$ cat src/rtl/mac_seq_ctrl.sv
// Sequencer feeding the first mac_col of a chain: loads K vectors, then executes Q vectors,
// then waits for the last column's fifo_wr pulses (with a drain timeout).

module mac_seq_lane #(
  parameter int bw = 8
) (
  input  logic          clk,
  input  logic          reset,
  input  logic          ld,
  input  logic [bw-1:0] d,
  output logic [bw-1:0] q
);
  always_ff @(posedge clk) begin
    if (reset)   q <= '0;
    else if (ld) q <= d;
  end
endmodule

module mac_seq_ctrl #(
  parameter int bw  = 8,
  parameter int pr  = 8,
  parameter int aw  = 6,
  parameter int cw  = 4,
  parameter int gap = 2,    // must be >= 1
  parameter int tmo = 255
) (
  input  logic             clk,
  input  logic             reset,
  input  logic             start,
  input  logic [cw-1:0]    num_k,
  input  logic [cw-1:0]    num_q,
  input  logic [aw-1:0]    k_base,
  input  logic [aw-1:0]    q_base,
  output logic             mem_rd,
  output logic [aw-1:0]    mem_addr,
  input  logic [bw*pr-1:0] mem_rdata,
  output logic [bw*pr-1:0] q_in,
  output logic [1:0]       i_inst,
  input  logic             fifo_wr_in,
  output logic             busy,
  output logic             done,
  output logic             err
);
  localparam int GW = (gap > 1) ? $clog2(gap) : 1;
  localparam int TW = $clog2(tmo + 1);

  typedef enum logic [2:0] {IDLE, LOAD, GAP, EXEC, DRAIN} state_t;

  state_t        state;
  logic [cw-1:0] nk, nq, idx, fcnt;
  logic [aw-1:0] qb;
  logic [GW-1:0] gcnt;
  logic [TW-1:0] tcnt;

  always_ff @(posedge clk) begin
    if (reset) begin
      state    <= IDLE;
      nk       <= '0;
      nq       <= '0;
      idx      <= '0;
      fcnt     <= '0;
      qb       <= '0;
      gcnt     <= '0;
      tcnt     <= '0;
      mem_rd   <= 1'b0;
      mem_addr <= '0;
      busy     <= 1'b0;
      done     <= 1'b0;
      err      <= 1'b0;
    end else begin
      done <= 1'b0;
      err  <= 1'b0;
      // Completion pulses may arrive before DRAIN (short chains); count them all while active.
      if (state != IDLE && fifo_wr_in && fcnt != '1) fcnt <= fcnt + cw'(1);
      case (state)
        IDLE: if (start) begin
          nk   <= num_k;
          nq   <= num_q;
          qb   <= q_base;
          busy <= 1'b1;
          fcnt <= '0;
          idx  <= '0;
          gcnt <= '0;
          if (num_k != '0) begin
            state    <= LOAD;
            mem_rd   <= 1'b1;
            mem_addr <= k_base;
          end else begin
            state <= GAP;
          end
        end
        LOAD: if (idx == nk - cw'(1)) begin
          state  <= GAP;
          mem_rd <= 1'b0;
          gcnt   <= '0;
        end else begin
          idx      <= idx + cw'(1);
          mem_addr <= mem_addr + aw'(1);
        end
        GAP: if (gcnt == GW'(gap - 1)) begin
          idx  <= '0;
          tcnt <= '0;
          if (nq != '0) begin
            state    <= EXEC;
            mem_rd   <= 1'b1;
            mem_addr <= qb;
          end else begin
            state <= DRAIN;
          end
        end else begin
          gcnt <= gcnt + GW'(1);
        end
        EXEC: if (idx == nq - cw'(1)) begin
          state  <= DRAIN;
          mem_rd <= 1'b0;
          tcnt   <= '0;
        end else begin
          idx      <= idx + cw'(1);
          mem_addr <= mem_addr + aw'(1);
        end
        DRAIN: if (fcnt >= nq) begin
          state <= IDLE;
          done  <= 1'b1;
          busy  <= 1'b0;
        end else if (tcnt == TW'(tmo - 1)) begin
          state <= IDLE;
          err   <= 1'b1;
          busy  <= 1'b0;
        end else begin
          tcnt <= tcnt + TW'(1);
        end
        default: state <= IDLE;
      endcase
    end
  end

  // Instruction goes out with the SRAM return cycle, one cycle ahead of its registered data word.
  always_ff @(posedge clk) begin
    if (reset)        i_inst <= 2'b00;
    else if (!mem_rd) i_inst <= 2'b00;
    else              i_inst <= (state == LOAD) ? 2'b01 : 2'b10;
  end

  genvar l;
  generate
    for (l = 0; l < pr; l++) begin : g_lane
      mac_seq_lane #(.bw(bw)) u_lane (
        .clk   (clk),
        .reset (reset),
        .ld    (i_inst != 2'b00),
        .d     (mem_rdata[l*bw +: bw]),
        .q     (q_in[l*bw +: bw])
      );
    end
  endgenerate
endmodule

$ cat config.mk
export PLATFORM = sky130hd
export DESIGN_NAME = mac_seq_ctrl
export DESIGN_NICKNAME = d
export VERILOG_FILES = /design/src/rtl/mac_seq_ctrl.sv
export SDC_FILE = /design/constraint.sdc
export NUM_CORES = 1
export LEC_CHECK = 0
export BUFFER_PORTS_ARGS = -buffer_cell sky130_fd_sc_hd__buf_2
export CAP_MARGIN = 20
export CORE_ASPECT_RATIO = 0.7
export CORE_MARGIN = 8
export CORE_UTILIZATION = 47
export CTS_CLUSTER_SIZE = 25
export DETAILED_ROUTE_END_ITERATION = 8
export PLACE_DENSITY = 0.76
export SETUP_SLACK_MARGIN = 0.1
export SLEW_MARGIN = 15
export SYNTH_ARGS = -nofsm -noshare
export SYNTH_HDL_FRONTEND = slang
export SYNTH_SLANG_ARGS = --single-unit
$ cat constraint.sdc
create_clock -name clk -period 2.84 [get_ports clk]
set_input_delay 0.426 -clock clk [delete_from_list [all_inputs] [get_ports clk]]
set_output_delay 0.426 -clock clk [all_outputs]
set_load 0.02 [all_outputs]
; Yosys cells after proc, flatten, opt, wreduce, memory -nomap -nowiden
; Cells that the tools add are included.
[totals]
output_inout_bits = 76
ff_bits = 110
wordCells = 119
[op_classes]
bitwise_logic = 2
muxes = 46
add_sub_neg = 7
n_reduce_logical = 22
n_eq_ne = 19
n_lt_le_gt_ge = 1
[op_table]
columns = operator, count
row1 = $mux W6, 6
row2 = $mux W8, 4
row3 = $mux W4, 7
row4 = $pmux W6 S4, 1
row5 = $pmux W8 S3, 1
row6 = $mux W3, 7
row7 = $ne A2 B2 Y1 const B, 10
row8 = $pmux W4 S4, 1
row9 = $pmux W3 S5, 1
row10 = $reduce_and A5 Y1, 3
row11 = $reduce_and A7 Y1, 2
row12 = $mux W1, 13
row13 = $reduce_bool A4 Y1, 3
row14 = $reduce_bool A3 Y1, 3
row15 = $add A4 B1 Y4 const B, 2
row16 = $add A8 B1 Y8 const B, 1
row17 = $eq A4 B4 Y1, 2
row18 = $eq A8 B8 Y1 const B, 1
row19 = $sub A4 B1 Y4 const B, 2
row20 = $add A6 B1 Y6 const B, 1
row21 = $eq A3 B2 Y1 const B, 2
row22 = $reduce_and A3 Y1, 2
row23 = $ge A4 B4 Y1, 1
row24 = $mux W2, 2
row25 = 15 further kinds, 19

; Logic depth before layout (Yosys ltp)
[depth]
depth_word = 6
ltp_mapped = 9
depth_no_buf = 8

; Hierarchy
; From an unflattened synthesis, not the netlist that was laid out.
[unflattened]
hier_cells = 524
area_unflattened_um2 = 4867.2
[modules_own_cells]
columns = mod, instances, area_per_inst_um2, cells_per_inst
row1 = mac_seq_ctrl, 1, 2585.0, 316
row2 = mac_seq_lane, 8, 285.3, 26

; Worst setup path after synthesis
; Ideal clock, no wire load.
[synth_path]
path_type = register to register
from = reg nq[0]
to = reg mem_addr[0]
setup_slack_ns = 0.760
t_arrival_ns = 1.953
setup_time_ns = 0.128
synth_period_minus_slack_ns = 2.080
required_time_ns = 2.712
stages_incl_launch_ff = 9
path_cell_list = dfxtp_1 > inv_1 > ha_1 > xor2_1 > nand2_1 > or4_4 > a31oi_4 > mux2i_1 > nor2_1
[synth_via]
elab_chain_cells = 4
elab_cells_between_ends = 6
cone_classes = add/sub: 1 / eq/ne: 3 / reduce/logical: 2
[synth_lines]
columns = element, line_no
row1 = from (decl), 50  ; logic [cw-1:0] nk, nq, idx, fcnt;
row2 = from (signal assigned), 78  ; nq <= num_q;
row3 = $sub A4 B1 Y4, 113  ; EXEC: if (idx == nq - cw'(1)) begin
row4 = $eq A4 B4 Y1, 113
row5 = $ne A2 B2 Y1 (no line), -
row6 = $reduce_and A7 Y1 (no line) *, -
row7 = to (signal assigned), 98  ; mem_addr <= mem_addr + aw'(1);
row8 = to (signal assigned), 106  ; mem_addr <= qb;
row9 = to (signal assigned), 119  ; mem_addr <= mem_addr + aw'(1);
row10 = to (decl), 35  ; output logic [aw-1:0] mem_addr,
; Every way passes the cells marked *; elsewhere a longest branch is shown, timed or not.
; A chain may end at the register's enable or synchronous reset.

; Worst setup path after layout
[layout_path]
from = reg nq[0]
to = reg mem_addr[1]
; The elaborated chain is that of the path after synthesis.

==> metrics <==
synthesized flop and latch total 110; initial antenna violation count 0; r2r endpoint mem_addr[1]$_SDFFE_PP0P_; Synth Flop Type dfxtp_1; yosys warns 0; top cell type's share of synthesized area 0.465; Synth top cells by count nand2_1, dfxtp_1, a21oi_1; die width 136 um; root buf cell clkbuf_16; Worst EP required 3.06 ns; n_diodes 0; Tmin final 2.26 ns; Tot GR Track Use 0.197; starting density of the core 0.485; pwr/cell area 654 nW/um2; final setup TNS 0 ns; Worst Tran Pin Value 0.677 ns; Netlist cell types 60; worst reg2reg startpoint nq[0]$_SDFFE_PP0P_; global route overflow 0; Worst VDD drop 318 uV; Site Rows 30; cell area after synthesis 4730 um2; Resize count post-CTS 0; post-layout util 0.607; Reg power frac 0.462; Hold Buf Count CTS 0; area leader, netlist dfxtp_1; Tightest Hold Check Type primary input to flip-flop; NumNets Final 834; Max Slew Vio Count 0; CTS max path bufs 2; Num CTS Buffers 9; worst skew pair latency 0.35 ns; period utilization 0.797; Psw 1.27 mW; sw frac 0.327; internal power 2.60 mW; fin cells 866; Crit Path Category flip-flop to flip-flop; vias per cell 5.30; max_slew headroom 0.548; GPL Wtd Cong 0.856; total number of vias 4,591; most common cell in the netlist nand2_1; Final Hold Viols 0; hold_ws 0.313 ns; vias in the first global route 4,585; Hold Path Sink g_lane[3].u_lane.q[4]$_SDFFE_PP0P_; largest net degree at the start of global routing 65; total placed cells including tap cells 851; global-route wire length before repair 22,200 um; Synth area leaders dfxtp_1, nand2_1, a21oi_1; Worst Skew 0.00702 ns; Pleak 2.53 nW; CTS tree yes; Avg WL per Cell 15.7 um; Worst Hold Depth 3; Die Ht 99.9 um; H-tree levels 3; CP arrival 2.49 ns; register area share after synthesis 0.465; layout cell share with drive strength beyond 1 0.272; worst-path maximum fanout 5; core area 9760 um2; Reg2Reg Depth 8; CP Capture Type flip-flop; Die Footprint 13,600 um2; First-pass DRT Iterations 4; PortBufs 163; Post-Synthesis Cells 586; Post-synth EDFFs 0; combinational share of power 0.229; total nets after synthesis 686; drt initial violations 308; CTS sink cnt 110; CP Launch Type flip-flop; Setup Buffers After CTS 0; clock power share 0.309; max-cap violations 0; Max Fclk 442 MHz; Final setup viols 0; status finished clean; drc violations 0; min-delay src mem_rdata[28]; antenna-violating nets left 0; R2R Setup Slk 0.58 ns; WL final 13,600 um; average cell area after synthesis 8.07 um2; I/O pin count 164; RSZ-0062 raised after global routing no; area grow syn2layout 25.2%; Worst-path clk slew 0.07 ns; asr flop ratio synth 0; Final HPWL DP 10,200 um
-- cell usage in the layout, fill, tap and decap left out, types with 4 or more instances in the layout --
| master | instances |
|---|---|
| o211ai_1 | 4 |
| buf_2 | 162 |
| nand3b_1 | 4 |
| nor3b_1 | 4 |
| dfxtp_1 | 110 |
| o21ai_0 | 8 |
| xnor2_1 | 8 |
| nor2_1 | 16 |
| nand2_1 | 168 |
| mux2i_1 | 5 |
| nand2b_1 | 5 |
| inv_1 | 11 |
| clkbuf_16 | 9 |
| ha_1 | 12 |
| nor3_1 | 14 |
| a21oi_1 | 103 |
| o21ai_1 | 7 |
| o21a_1 | 4 |
| buf_4 | 8 |
| nand3_1 | 7 |
| xor2_1 | 5 |
| o31ai_1 | 4 |
-- power groups by stage --
stage                     registers, mW  logic, mW  clock network (mW)
after global placement             1.81      0.859                   0
after CTS                          1.79      0.889                1.22
after detailed placement           1.82      0.886                   0
after global routing               1.81      0.980                1.29
after floorplan                    1.90      0.502                   0
final                              1.79      0.886                1.20
-- registers in the layout (all words and copies together), names as in the netlist, 3 cells and up --
register and flops:
tcnt 8, nk 4, qb 6, nq 4
idx 4, mem_addr 6, state 3, fcnt 4
g_lane.u_lane.q 64
-- worst max path at each step --
| stage | from | endpoint | cells after the start |
|---|---|---|---|
| after floorplan | nq[0]$_SDFFE_PP0P_ | mem_addr[0]$_SDFFE_PP0P_ | 8 |
| after global placement | nq[0]$_SDFFE_PP0P_ | mem_addr[1]$_SDFFE_PP0P_ | 8 |
| after detailed placement | nq[0]$_SDFFE_PP0P_ | mem_addr[1]$_SDFFE_PP0P_ | 8 |
| after CTS | nq[0]$_SDFFE_PP0P_ | mem_addr[1]$_SDFFE_PP0P_ | 8 |
| after global routing | fcnt[0]$_SDFF_PP0_ | tcnt[6]$_SDFFE_PP0P_ | 8 |
| final | nq[0]$_SDFFE_PP0P_ | mem_addr[1]$_SDFFE_PP0P_ | 8 |
-- layer usage --
layer | track usage | wire length (um) | up-vias | part of all wire
li1 | - | - | 2288 | -
met5 | 0 | 0 | - | 0
met1 | 0.242 | 5870 | 2093 | 0.43
met3 | 0.0684 | 1260 | 24 | 0.093
met2 | 0.312 | 6180 | 186 | 0.45
met4 | 0.0765 | 293 | 0 | 0.022
-- per-stage QoR --
stage | instance area, um2 | total power, mW | setup slack, ns
2_1_floorplan | 4730 | 2.40 | 0.760
3_3_place_gp | 5650 | 2.67 | 0.644
3_5_place_dp | 5650 | 2.71 | 0.583
4_1_cts | 5920 | 3.90 | 0.583
5_1_grt | 5920 | 4.08 | 0.458
6_report | 5920 | 3.87 | 0.577
-- critical path: stages, from the launching register on --
cell	delay (ns)
dfxtp_1	0.41
inv_1	0.09
ha_1	0.30
xor2_1	0.14
nand2_1	0.09
or4_4	0.57
a31oi_4	0.26
mux2i_1	0.23
nor2_1	0.05
-- area by class of cell --
type	instances	area, um2
tap	128	160
fill	881	3830
inverter	13	48.8
clock inverter	6	53.8
clock buffer	9	225
timing repair buffer	171	891
multi-input combinational	429	2340
sequential	110	2200
-- cells by family after synthesis --
kind of cell,synth area share
AO/OA/AOI/OAI,0.192
XOR/XNOR,0.0291
adder cells (fa/ha/maj),0.0317
buffers and inverters,0.0407
flip-flops,0.465
multiplexers,0.0106
AND/OR/NAND/NOR,0.230
Note: power is estimated with default switching activity, not from simulation.
